$ cat config.mk
export PLATFORM = sky130hd
export DESIGN_NAME = vga_palette_mapper
export DESIGN_NICKNAME = d
export VERILOG_FILES = /design/src/rtl/vga_color_pkg.sv /design/src/rtl/vga_blink_timer.sv /design/src/rtl/vga_palette_mapper.sv
export SDC_FILE = /design/constraint.sdc
export NUM_CORES = 1
export LEC_CHECK = 0
export ABC_CLOCK_PERIOD_IN_PS = 2450
export BUFFER_PORTS_ARGS = -buffer_cell sky130_fd_sc_hd__buf_2
export CAP_MARGIN = 10
export CELL_PAD_IN_SITES_DETAIL_PLACEMENT = 1
export CELL_PAD_IN_SITES_GLOBAL_PLACEMENT = 1
export CORE_UTILIZATION = 27
export CTS_CLUSTER_DIAMETER = 200
export DETAILED_ROUTE_END_ITERATION = 10
export MAX_ROUTING_LAYER = met4
export PLACE_DENSITY = 0.62
export SLEW_MARGIN = 10
export SYNTH_ARGS = -nofsm -noshare
export SYNTH_HDL_FRONTEND = slang
export SYNTH_SLANG_ARGS = --single-unit
$ cat constraint.sdc
create_clock -name clkVGA -period 2.45 [get_ports clkVGA]
set_clock_uncertainty 0.2 [all_clocks]
set_input_delay 0.6125 -clock clkVGA [delete_from_list [all_inputs] [get_ports clkVGA]]
set_output_delay 0.6125 -clock clkVGA [all_outputs]
set_load 0.01 [all_outputs]
$ cat src/rtl/vga_color_pkg.sv
// rtl/vga_color_pkg.sv - cell-class codes, RGB struct and default palette for the VGA colour stage
package vga_color_pkg;

    localparam int MAR          = 0;
    localparam int D_FALLIDO    = 1;
    localparam int B_DESTRUIDO  = 2;
    localparam int D_ACERTADO   = 3;
    localparam int SELECTED     = 4;
    localparam int NO_ACTIVO    = 5;
    localparam int LINEAS       = 6;
    localparam int BARCO_ACTIVO = 7;

    typedef struct packed {
        logic [7:0] r;
        logic [7:0] g;
        logic [7:0] b;
    } rgb_t;

    localparam rgb_t DEFAULT_PALETTE [8] = '{
        rgb_t'(24'h3D68FF),
        rgb_t'(24'hFF0000),
        rgb_t'(24'h000000),
        rgb_t'(24'h65F929),
        rgb_t'(24'hE9F933),
        rgb_t'(24'h000000),
        rgb_t'(24'hFFFFFF),
        rgb_t'(24'h7D4C33)
    };

endpackage

$ cat src/rtl/vga_blink_timer.sv
// rtl/vga_blink_timer.sv - frame counter that toggles the cursor blink phase every BLINK_FRAMES ticks
module vga_blink_timer #(
    parameter int BLINK_FRAMES = 30
) (
    input  logic clk,
    input  logic rst,
    input  logic frame_tick,
    output logic blink_phase
);

    localparam int CW = (BLINK_FRAMES > 1) ? $clog2(BLINK_FRAMES) : 1;

    logic [CW-1:0] cnt_q, cnt_d;
    logic          phase_q, phase_d;

    // A held-high frame_tick counts once per cycle; no edge detection.
    always_comb begin
        cnt_d   = cnt_q;
        phase_d = phase_q;
        if (frame_tick) begin
            if (cnt_q == CW'(BLINK_FRAMES - 1)) begin
                cnt_d   = '0;
                phase_d = ~phase_q;
            end else begin
                cnt_d = cnt_q + CW'(1);
            end
        end
    end

    always_ff @(posedge clk) begin
        if (rst) begin
            cnt_q   <= '0;
            phase_q <= 1'b0;
        end else begin
            cnt_q   <= cnt_d;
            phase_q <= phase_d;
        end
    end

    assign blink_phase = phase_q;

endmodule

$ cat src/rtl/vga_palette_mapper.sv
// rtl/vga_palette_mapper.sv - class code to RGB via writable palette, porch blanking, cursor blink (VGA_BLINK_EN)
module vga_palette_mapper #(
    parameter int COLOR_W      = 8,
    parameter int SEL_W        = 3,
    parameter int BLINK_FRAMES = 30,
    parameter int SEL_IDX      = 4,
    parameter int ALT_IDX      = 0
) (
    input  logic                   clkVGA,
    input  logic                   rst,
    input  logic [SEL_W-1:0]       selector,
    input  logic                   video_on,
    input  logic                   frame_tick,
    input  logic                   pal_we,
    input  logic [SEL_W-1:0]       pal_addr,
    input  logic [3*COLOR_W-1:0]   pal_wdata,
    output logic [COLOR_W-1:0]     r,
    output logic [COLOR_W-1:0]     g,
    output logic [COLOR_W-1:0]     b,
    output logic                   blink_phase
);

    import vga_color_pkg::*;

    localparam int DEPTH = 2 ** SEL_W;
    localparam int PIX_W = 3 * COLOR_W;

    // Top COLOR_W bits of {c, zeros}: MSBs when narrower, left-justified when wider.
    function automatic logic [COLOR_W-1:0] scale_chan(input logic [7:0] c);
        logic [COLOR_W+7:0] ext;
        ext = {c, {COLOR_W{1'b0}}};
        return ext[COLOR_W+7 -: COLOR_W];
    endfunction

    function automatic logic [PIX_W-1:0] default_entry(input int i);
        rgb_t e;
        e = (i < 8) ? DEFAULT_PALETTE[i[2:0]] : '0;
        return {scale_chan(e.r), scale_chan(e.g), scale_chan(e.b)};
    endfunction

    logic [PIX_W-1:0] pal_q [DEPTH];
    logic [PIX_W-1:0] pal_d [DEPTH];
    logic [PIX_W-1:0] rgb_q, rgb_d;
    logic [SEL_W-1:0] look_addr;
    logic             phase_w;

`ifdef VGA_BLINK_EN
    vga_blink_timer #(
        .BLINK_FRAMES (BLINK_FRAMES)
    ) u_blink_timer (
        .clk         (clkVGA),
        .rst         (rst),
        .frame_tick  (frame_tick),
        .blink_phase (phase_w)
    );
`else
    localparam int unused_blink_frames = BLINK_FRAMES;
    logic unused_frame_tick;
    assign unused_frame_tick = frame_tick;
    assign phase_w           = 1'b0;
`endif

    always_comb begin
        pal_d = pal_q;
        if (pal_we) pal_d[pal_addr] = pal_wdata;
    end

    always_ff @(posedge clkVGA) begin
        if (rst) begin
            for (int i = 0; i < DEPTH; i++) pal_q[i] <= default_entry(i);
        end else begin
            pal_q <= pal_d;
        end
    end

    // Bypass compares against the post-substitution address, so an ALT write shows during the off phase.
    always_comb begin
        look_addr = selector;
        if (phase_w && (selector == SEL_W'(SEL_IDX))) look_addr = SEL_W'(ALT_IDX);
        rgb_d = '0;
        if (video_on) begin
            rgb_d = (pal_we && (pal_addr == look_addr)) ? pal_wdata : pal_q[look_addr];
        end
    end

    always_ff @(posedge clkVGA) begin
        if (rst) rgb_q <= '0;
        else     rgb_q <= rgb_d;
    end

    assign r           = rgb_q[3*COLOR_W-1 -: COLOR_W];
    assign g           = rgb_q[2*COLOR_W-1 -: COLOR_W];
    assign b           = rgb_q[COLOR_W-1   -: COLOR_W];
    assign blink_phase = phase_w;

endmodule

==> results of run 1 <==
==> worst paths after layout <==
| path | from | to | slack, ns | cells after the start |
|---|---|---|---|---|
| worst min register to register | pal_q[139] | pal_q[139] | 0.25 | 2 |
| worst max register to register | pal_q[100] | rgb_q[4] | 0.97 | 3 |
| worst max-delay path | rgb_q[2] | b[2] | 0.56 | 1 |
| worst min-delay path | pal_wdata[10] | pal_q[154] | 0.22 | 3 |
==> cell usage after synthesis (all sizes together) <==
cell type  count
a21oi        103
clkbuf        65
nand3          3
a211oi        24
nand4          2
nor2b         26
o22ai         23
nand2        340
buf           44
nor3          25
xnor2          3
nand3b        65
nor2          31
mux2i         47
dfxtp        216
nand2b         5
or2            2
mux4          25
conb           1
and4           1
a211o         24
==> cells by family after synthesis <==
| kind of cell | after synthesis | share of synthesized area, % |
|---|---|---|
| buffers and inverters | 109 | 5.58 |
| AND/OR/NAND/NOR | 500 | 25.1 |
| flip-flops | 216 | 45.7 |
| AO/OA/AOI/OAI | 174 | 12.2 |
| XOR/XNOR | 3 | 0.278 |
| other | 1 | 0.0396 |
| multiplexers | 72 | 11.2 |
==> routing by layer <==
metal  GRT usage [%]  share of wire, %
met1            24.3                48
met2            29.4                47
met3            2.15               3.2
met4            2.92               1.4
met5               -                 0
==> area by class of cell <==
cell class,instances,area (um2)
clock buffers,36,717
flip-flops and latches,216,4320
repair buffers,97,803
well taps,455,569
multi-input cells,750,4630
fillers,4063,23500
diodes,1,2.50
clock inverters,3,15.0
==> registers in the layout, summed over array words and instances (netlist names) <==
signal  cells
rgb_q      24
pal_q     192
==> per-stage QoR <==
| step | total power, mW | hold WS, ns | area [um2] | util (%) | instances |
|---|---|---|---|---|---|
| after global routing | 8.26 | 0.218 | 11100 | 32.0 | 1558 |
| after floorplan | 4.30 | 0.229 | 9460 | - | 1075 |
| after detailed placement | 4.58 | 0.246 | 10300 | 29.9 | 1518 |
| after global placement | 4.56 | 0.239 | 10300 | 29.9 | 1518 |
| final | 7.94 | 0.221 | 11100 | 32.0 | 1558 |
| after CTS | 8.04 | 0.212 | 11100 | 32.0 | 1557 |
==> where the power goes <==
part | switching, mW | internal (mW)
Sequential | 0.0541 | 3.62
Combinational | 0.495 | 0.331
Clock | 1.44 | 2.00
Total | 1.98 | 5.95
==> flow_summary.toml, run 1 <==
[cts]
cts_setup_buffers = 0
cts_resized = 0
cts_buffer_depth = 3
clock-sinks = 216
insertion_delay_ns = 0.52
cts_root_buf = "clkbuf_16"
numCtsBuffers = 24
cts_tree = "yes"
cts_hold_buffers = 0
clk_transition_reported_paths_ns = 0.06
htreeDepth = 1

[sta]
min_period_over_period_pct = 77.0
rsz0062_at_grt = "no"
fmax_mhz = 530
worst_slack_ns = 0.562
finalSetupTns_ns = 0
relSlewSlack_pct = 43.0
hold_viol = 0
min_period_ns = 1.89
drv_slew = 0
setup_violations = 0
worstMarginPinSlew_ns = 0.855

[drt]
vias_per_cell = 4.99
dr.first_iter.drc_count = 416
vias = 7778
wirelength_mm = 31.1
drc = 0
wire_per_inst_um = 20.0
ant_nets = 0
firstDrtPassIters = 4

[placement]
place_hpwl_mm = 17.8
gp_congestion = 0.714
io_buffers = 57
pre_cts_slack_ns = 0.148

[logic_synthesis]
yosysSeqAreaShare_pct = 45.7
synth_area_leaders = "dfxtp_1 46%, nand2_1 13%, a21oi_1 5.4%, nand3b_1 5.2%, mux2i_1 5.0%"
synth_cell_types = 29
synth_top_area_cell = "dfxtp_1"
synth_fp_nets = 1110
synth_seq_cells = 216
syn_inst = 1075
syn-cell-area_um2 = 9460
synth_top_area_share_pct = 45.7
synth_warnings = 0
syn_avg_cell_area_um2 = 8.80

[worst_setup_path]
slowest_delay_ns = 0.39
crit_slowest_cell = "dfxtp_1"
path_buf_inv = 1
cp_cell_sequence = "buf_2"
cpLargestDelayFamily = "flip-flops"
cp_max_fo = 1
crit_type = "register to primary output"
startpoint_type = "register"
cp-end-kind = "primary output"
critical_path_arrival_ns = 1.08
required_ns = 1.64

[die]
coreArea_um2 = 34500
die_h_um = 189
ios = 60
die-area_um2 = 35800
die_w_um = 189
std_cell_rows = 68
start_util_pct = 27.4

[grt]
antenna_found_initial = 1
gr-total-overflow = 0
grt_pass1_wl_mm = 48.4
grt_pass1_vias = 8069
grt_start_max_net_pins = 193
grtUsageTotal_pct = 18.0

[min_path]
min_path_type = "primary input to register"

[power]
peakVddDrop_mv = 0.428
p_leak_nw = 4.21
p_per_area_nw_per_um2 = 717

[final_layout]
final_cell_mix = "340 x nand2_1, 216 x dfxtp_1, 103 x a21oi_1"
drive_above_1_share_pct = 18.1
layout_commonest_cell = "nand2_1"
fin_nets = 1124
syn2layout_area_growth_pct = 16.9

[job]
drv_cap = 0

[status]
status = "complete, no violations"
No activity file was read; power rests on OpenSTA's default activity.
==> run 2: changes to the inputs <==
--- a/config.mk
+++ b/config.mk
@@ -5,7 +5,7 @@
 export SDC_FILE = /design/constraint.sdc
 export NUM_CORES = 1
 export LEC_CHECK = 0
-export ABC_CLOCK_PERIOD_IN_PS = 2450
+export ABC_CLOCK_PERIOD_IN_PS = 1830
 export BUFFER_PORTS_ARGS = -buffer_cell sky130_fd_sc_hd__buf_2
 export CAP_MARGIN = 10
 export CELL_PAD_IN_SITES_DETAIL_PLACEMENT = 1
==> constraint.sdc (replaced) <==
create_clock -name clkVGA -period 1.83 [get_ports clkVGA]
set_clock_uncertainty 0.2 [all_clocks]
set_input_delay 0.4575 -clock clkVGA [delete_from_list [all_inputs] [get_ports clkVGA]]
set_output_delay 0.4575 -clock clkVGA [all_outputs]
set_load 0.01 [all_outputs]
==> flow_summary.toml, run 2 (synthesis results as in run 1) <==
[status]
status = "complete, no violations"

[worst_setup_path]
cp_cell_sequence = "buf_2"
cp_max_fo = 1
cpLargestDelayFamily = "flip-flops"
path_buf_inv = 1
slowest_delay_ns = 0.40
critical_path_arrival_ns = 1.08
crit_slowest_cell = "dfxtp_1"
crit_type = "register to primary output"
cp-end-kind = "primary output"
startpoint_type = "register"
required_ns = 1.17

[final_layout]
finish.utilization_pct = 33.5
largest_register_ffs = 192
fin_nets = 1154
design_area_um2 = 11600
regMostFlops = "pal_q"
layout_commonest_cell = "nand2_1"
reg.largest.list = "pal_q x192, rgb_q x24"
syn2layout_area_growth_pct = 22.1
antenna_cells = 0
finalNonFillerCells = 1590
drive_above_1_share_pct = 20.8
final_cell_mix = "340 x nand2_1, 216 x dfxtp_1, 103 x a21oi_1"

[sta]
min_period_ns = 1.73
hold_viol = 0
setup_violations = 0
worst_slack_ns = 0.0955
holdWs_ns = 0.0676
rsz0062_at_grt = "no"
min_period_over_period_pct = 94.8
fmax_mhz = 577
drv_slew = 0

[cts]
insertion_delay_ns = 0.52
cts_root_buf = "clkbuf_16"
cts_hold_buffers = 0
numCtsBuffers = 24
htreeDepth = 1
clock-sinks = 216
cts_tree = "yes"
clk_transition_reported_paths_ns = 0.06
cts_resized = 0
cts_setup_buffers = 0
cts_buffer_depth = 3

[placement]
place_inst = 1548
pre_cts_slack_ns = -0.283
place_hpwl_mm = 19.0
io_buffers = 57
place_area_um2 = 10700
gp_congestion = 0.774

[drt]
vias = 7769
ant_nets = 0
drc = 0
wire_per_inst_um = 19.1
dr.first_iter.drc_count = 393
firstDrtPassIters = 5
vias_per_cell = 4.89
wirelength_mm = 30.3

[grt]
grtUsageTotal_pct = 17.7
use_met1_pct = 23.7
grt_pass1_vias = 8094
grt_pass1_wl_mm = 47.7
gr-total-overflow = 0
grt_start_max_net_pins = 76
top_usage_layer = "met2"
antenna_found_initial = 0
use_met2_pct = 28.7
grt_util_met3_pct = 2.26

[min_path]
min_path_type = "primary input to register"

[die]
die_h_um = 189
die-area_um2 = 35800
coreArea_um2 = 34500
die_w_um = 189
ios = 60
std_cell_rows = 68
start_util_pct = 27.4

[power]
peakVddDrop_mv = 0.587
p_per_area_nw_per_um2 = 976
p_leak_nw = 4.49

[job]
drv_cap = 0
==> run 2: where the power goes <==
group | internal [mW] | total [mW] | switching, mW
Sequential | 4.85 | 4.93 | 0.0765
Combinational | 0.503 | 1.16 | 0.659
Clock | 3.24 | 5.19 | 1.95
Total | 8.59 | 11.3 | 2.69
==> run 2: worst paths after layout <==
check / startpoint / to / slack [ns] / cells past startpoint
max: rgb_q[11] / g[3] / 0.1 / 1
max reg2reg: pal_q[8] / rgb_q[8] / 0.31 / 4
min: pal_wdata[2] / pal_q[74] / 0.07 / 3
min reg2reg: pal_q[119] / pal_q[119] / 0.25 / 2
==> run 2: metal layers <==
layer | routed length (um) | part of all wire (%)
met5 | 0 | 0
met2 | 14100 | 47
met4 | 445 | 1.5
met3 | 1150 | 3.8
met1 | 14600 | 48
==> run 2: layout make-up <==
type / count / area (um2)
flip-flops and latches: 216 / 4320
clock buffers: 32 / 702
repair buffers: 127 / 1180
clock inverters: 10 / 150
well taps: 455 / 569
fillers: 4043 / 23000
multi-input cells: 750 / 4630
==> run 2: per-stage QoR <==
step / power (mW) / TNS, ns
detailed placement: 6.21 / -8.69
floorplan: 5.75 / 0
global route: 11.7 / 0
CTS: 11.4 / 0
finish: 11.3 / 0
global placement: 6.18 / -7.72
==> run 3: changes to the inputs <==
--- a/config.mk
+++ b/config.mk
@@ -11,9 +11,9 @@
 export CELL_PAD_IN_SITES_DETAIL_PLACEMENT = 1
 export CELL_PAD_IN_SITES_GLOBAL_PLACEMENT = 1
 export CORE_UTILIZATION = 27
+export CTS_BUF_LIST = sky130_fd_sc_hd__clkbuf_4 sky130_fd_sc_hd__clkbuf_8
 export CTS_CLUSTER_DIAMETER = 200
 export DETAILED_ROUTE_END_ITERATION = 10
-export MAX_ROUTING_LAYER = met4
 export PLACE_DENSITY = 0.62
 export SLEW_MARGIN = 10
 export SYNTH_ARGS = -nofsm -noshare
==> flow_summary.toml, run 3 (synthesis results as in run 1) <==
[status]
status = "complete, no violations"

[sta]
worstMarginPinSlew_ns = 0.508
relSlewSlack_pct = 66.1
drv_slew = 0
min_period_ns = 1.75
fmax_mhz = 573
setup_violations = 0
rsz0062_at_grt = "no"
min_period_over_period_pct = 95.4
hold_viol = 0
finalSetupTns_ns = 0
worst_slack_ns = 0.0849

[die]
coreArea_um2 = 34500
start_util_pct = 27.4
die_h_um = 189
ios = 60
die_w_um = 189
std_cell_rows = 68
die-area_um2 = 35800

[cts]
htreeDepth = 2
insertion_delay_ns = 0.53
clock-sinks = 216
numCtsBuffers = 38
clk_transition_reported_paths_ns = 0.06
cts_buffer_depth = 3
cts_tree = "yes"
cts_root_buf = "clkbuf_8"
cts_setup_buffers = 0

[drt]
drc = 0
vias_per_cell = 4.88
vias = 7894
wire_per_inst_um = 18.9
firstDrtPassIters = 5
dr.first_iter.drc_count = 402
wirelength_mm = 30.6
ant_nets = 0

[power]
pwr-share-seq_pct = 45.4
p_leak_nw = 4.50
p_per_area_nw_per_um2 = 942
p_comb_share_pct = 10.7
p_int_mw = 8.08
power_switching_mw = 2.78
peakVddDrop_mv = 0.420
switching_share_pct = 25.6
p_clk_share_pct = 43.9

[final_layout]
fin_nets = 1168
regMostFlops = "pal_q"
multi_input_area_um2 = 4630
reg.largest.list = "pal_q x192, rgb_q x24"
nFillCells = 4083
drive_above_1_share_pct = 22.8
largest_register_ffs = 192
layout_commonest_cell = "nand2_1"
finalNonFillerCells = 1616
syn2layout_area_growth_pct = 21.8
seqCellArea_um2 = 4330
final_cell_mix = "340 x nand2_1, 215 x dfxtp_1, 103 x a21oi_1"

[worst_setup_path]
slowest_delay_ns = 0.39
critical_path_arrival_ns = 1.09
required_ns = 1.17
cp_cell_sequence = "buf_2"
cp_max_fo = 1
startpoint_type = "register"
cpLargestDelayFamily = "flip-flops"
cp-end-kind = "primary output"
crit_type = "register to primary output"
path_buf_inv = 1
crit_slowest_cell = "dfxtp_1"

[min_path]
min_path_type = "primary input to register"

[grt]
grt_start_max_net_pins = 76
grtUsageTotal_pct = 17.4
antenna_found_initial = 0
gr-total-overflow = 0
grt_pass1_vias = 8177
grt_pass1_wl_mm = 47.9

[placement]
io_buffers = 57
place_inst = 1548
pre_cts_slack_ns = -0.283
place_hpwl_mm = 19.0
gp_congestion = 0.762

[job]
drv_cap = 0
==> run 3: cell count changes in the layout (fill, tap and decap cells not counted), sizes merged <==
cell	before	now
bufinv	4	0
clkbuf	32	62
clkinv	6	4
clkinvlp	0	1
diode	0	1
==> run 3: worst paths after layout <==
kind | start | end | slack, ns | cells after the start
worst max-delay path | rgb_q[2] | b[2] | 0.08 | 1
worst min-delay path | pal_wdata[4] | pal_q[148] | 0.05 | 3
worst max register to register | pal_q[8] | rgb_q[8] | 0.30 | 4
worst min register to register | pal_q[119] | pal_q[119] | 0.25 | 2
==> run 3: power by group through the flow <==
| stage | Clock, mW | Combinational (mW) | Sequential (mW) |
|---|---|---|---|
| after global routing | 5.13 | 1.26 | 4.94 |
| final | 4.76 | 1.16 | 4.93 |
| after floorplan | 0 | 0.737 | 5.01 |
| after CTS | 4.89 | 1.18 | 4.93 |
| after global placement | 0 | 1.15 | 5.03 |
| after detailed placement | 0 | 1.18 | 5.03 |
==> run 3: final cells by class <==
class,instances,area share (%)
multi-input combinational,750,40.2
timing repair buffer,127,10.2
antenna,1,0.0217
clock buffer,62,6.86
clock inverter,5,0.239
sequential,216,37.5
tap,455,4.94
==> run 3: repair_timing <==
action                                  CTS  global route
hold buffers                              0             0
endpoints found under the setup margin    1             0
resized for setup                         1             0
==> run 3: per-stage QoR <==
| stage | instance area (um2) | power (mW) | utilization, % | hold WS [ns] |
|---|---|---|---|---|
| 6_report | 11500 | 10.9 | 33.4 | 0.0470 |
| 4_1_cts | 11500 | 11.0 | 33.4 | 0.0210 |
| 5_1_grt | 11500 | 11.3 | 33.4 | 0.0295 |
| 2_1_floorplan | 9470 | 5.75 | - | 0.229 |
| 3_3_place_gp | 10700 | 6.18 | 31.0 | 0.237 |
| 3_5_place_dp | 10700 | 6.21 | 31.0 | 0.243 |
==> run 3: metal layers <==
metal	share of wire (%)	wire [um]	track usage, %
met1	47	14500	23.7
met3	4.7	1430	2.72
met4	1.7	524	4.37
met5	0	0	0
met2	46	14100	28.6
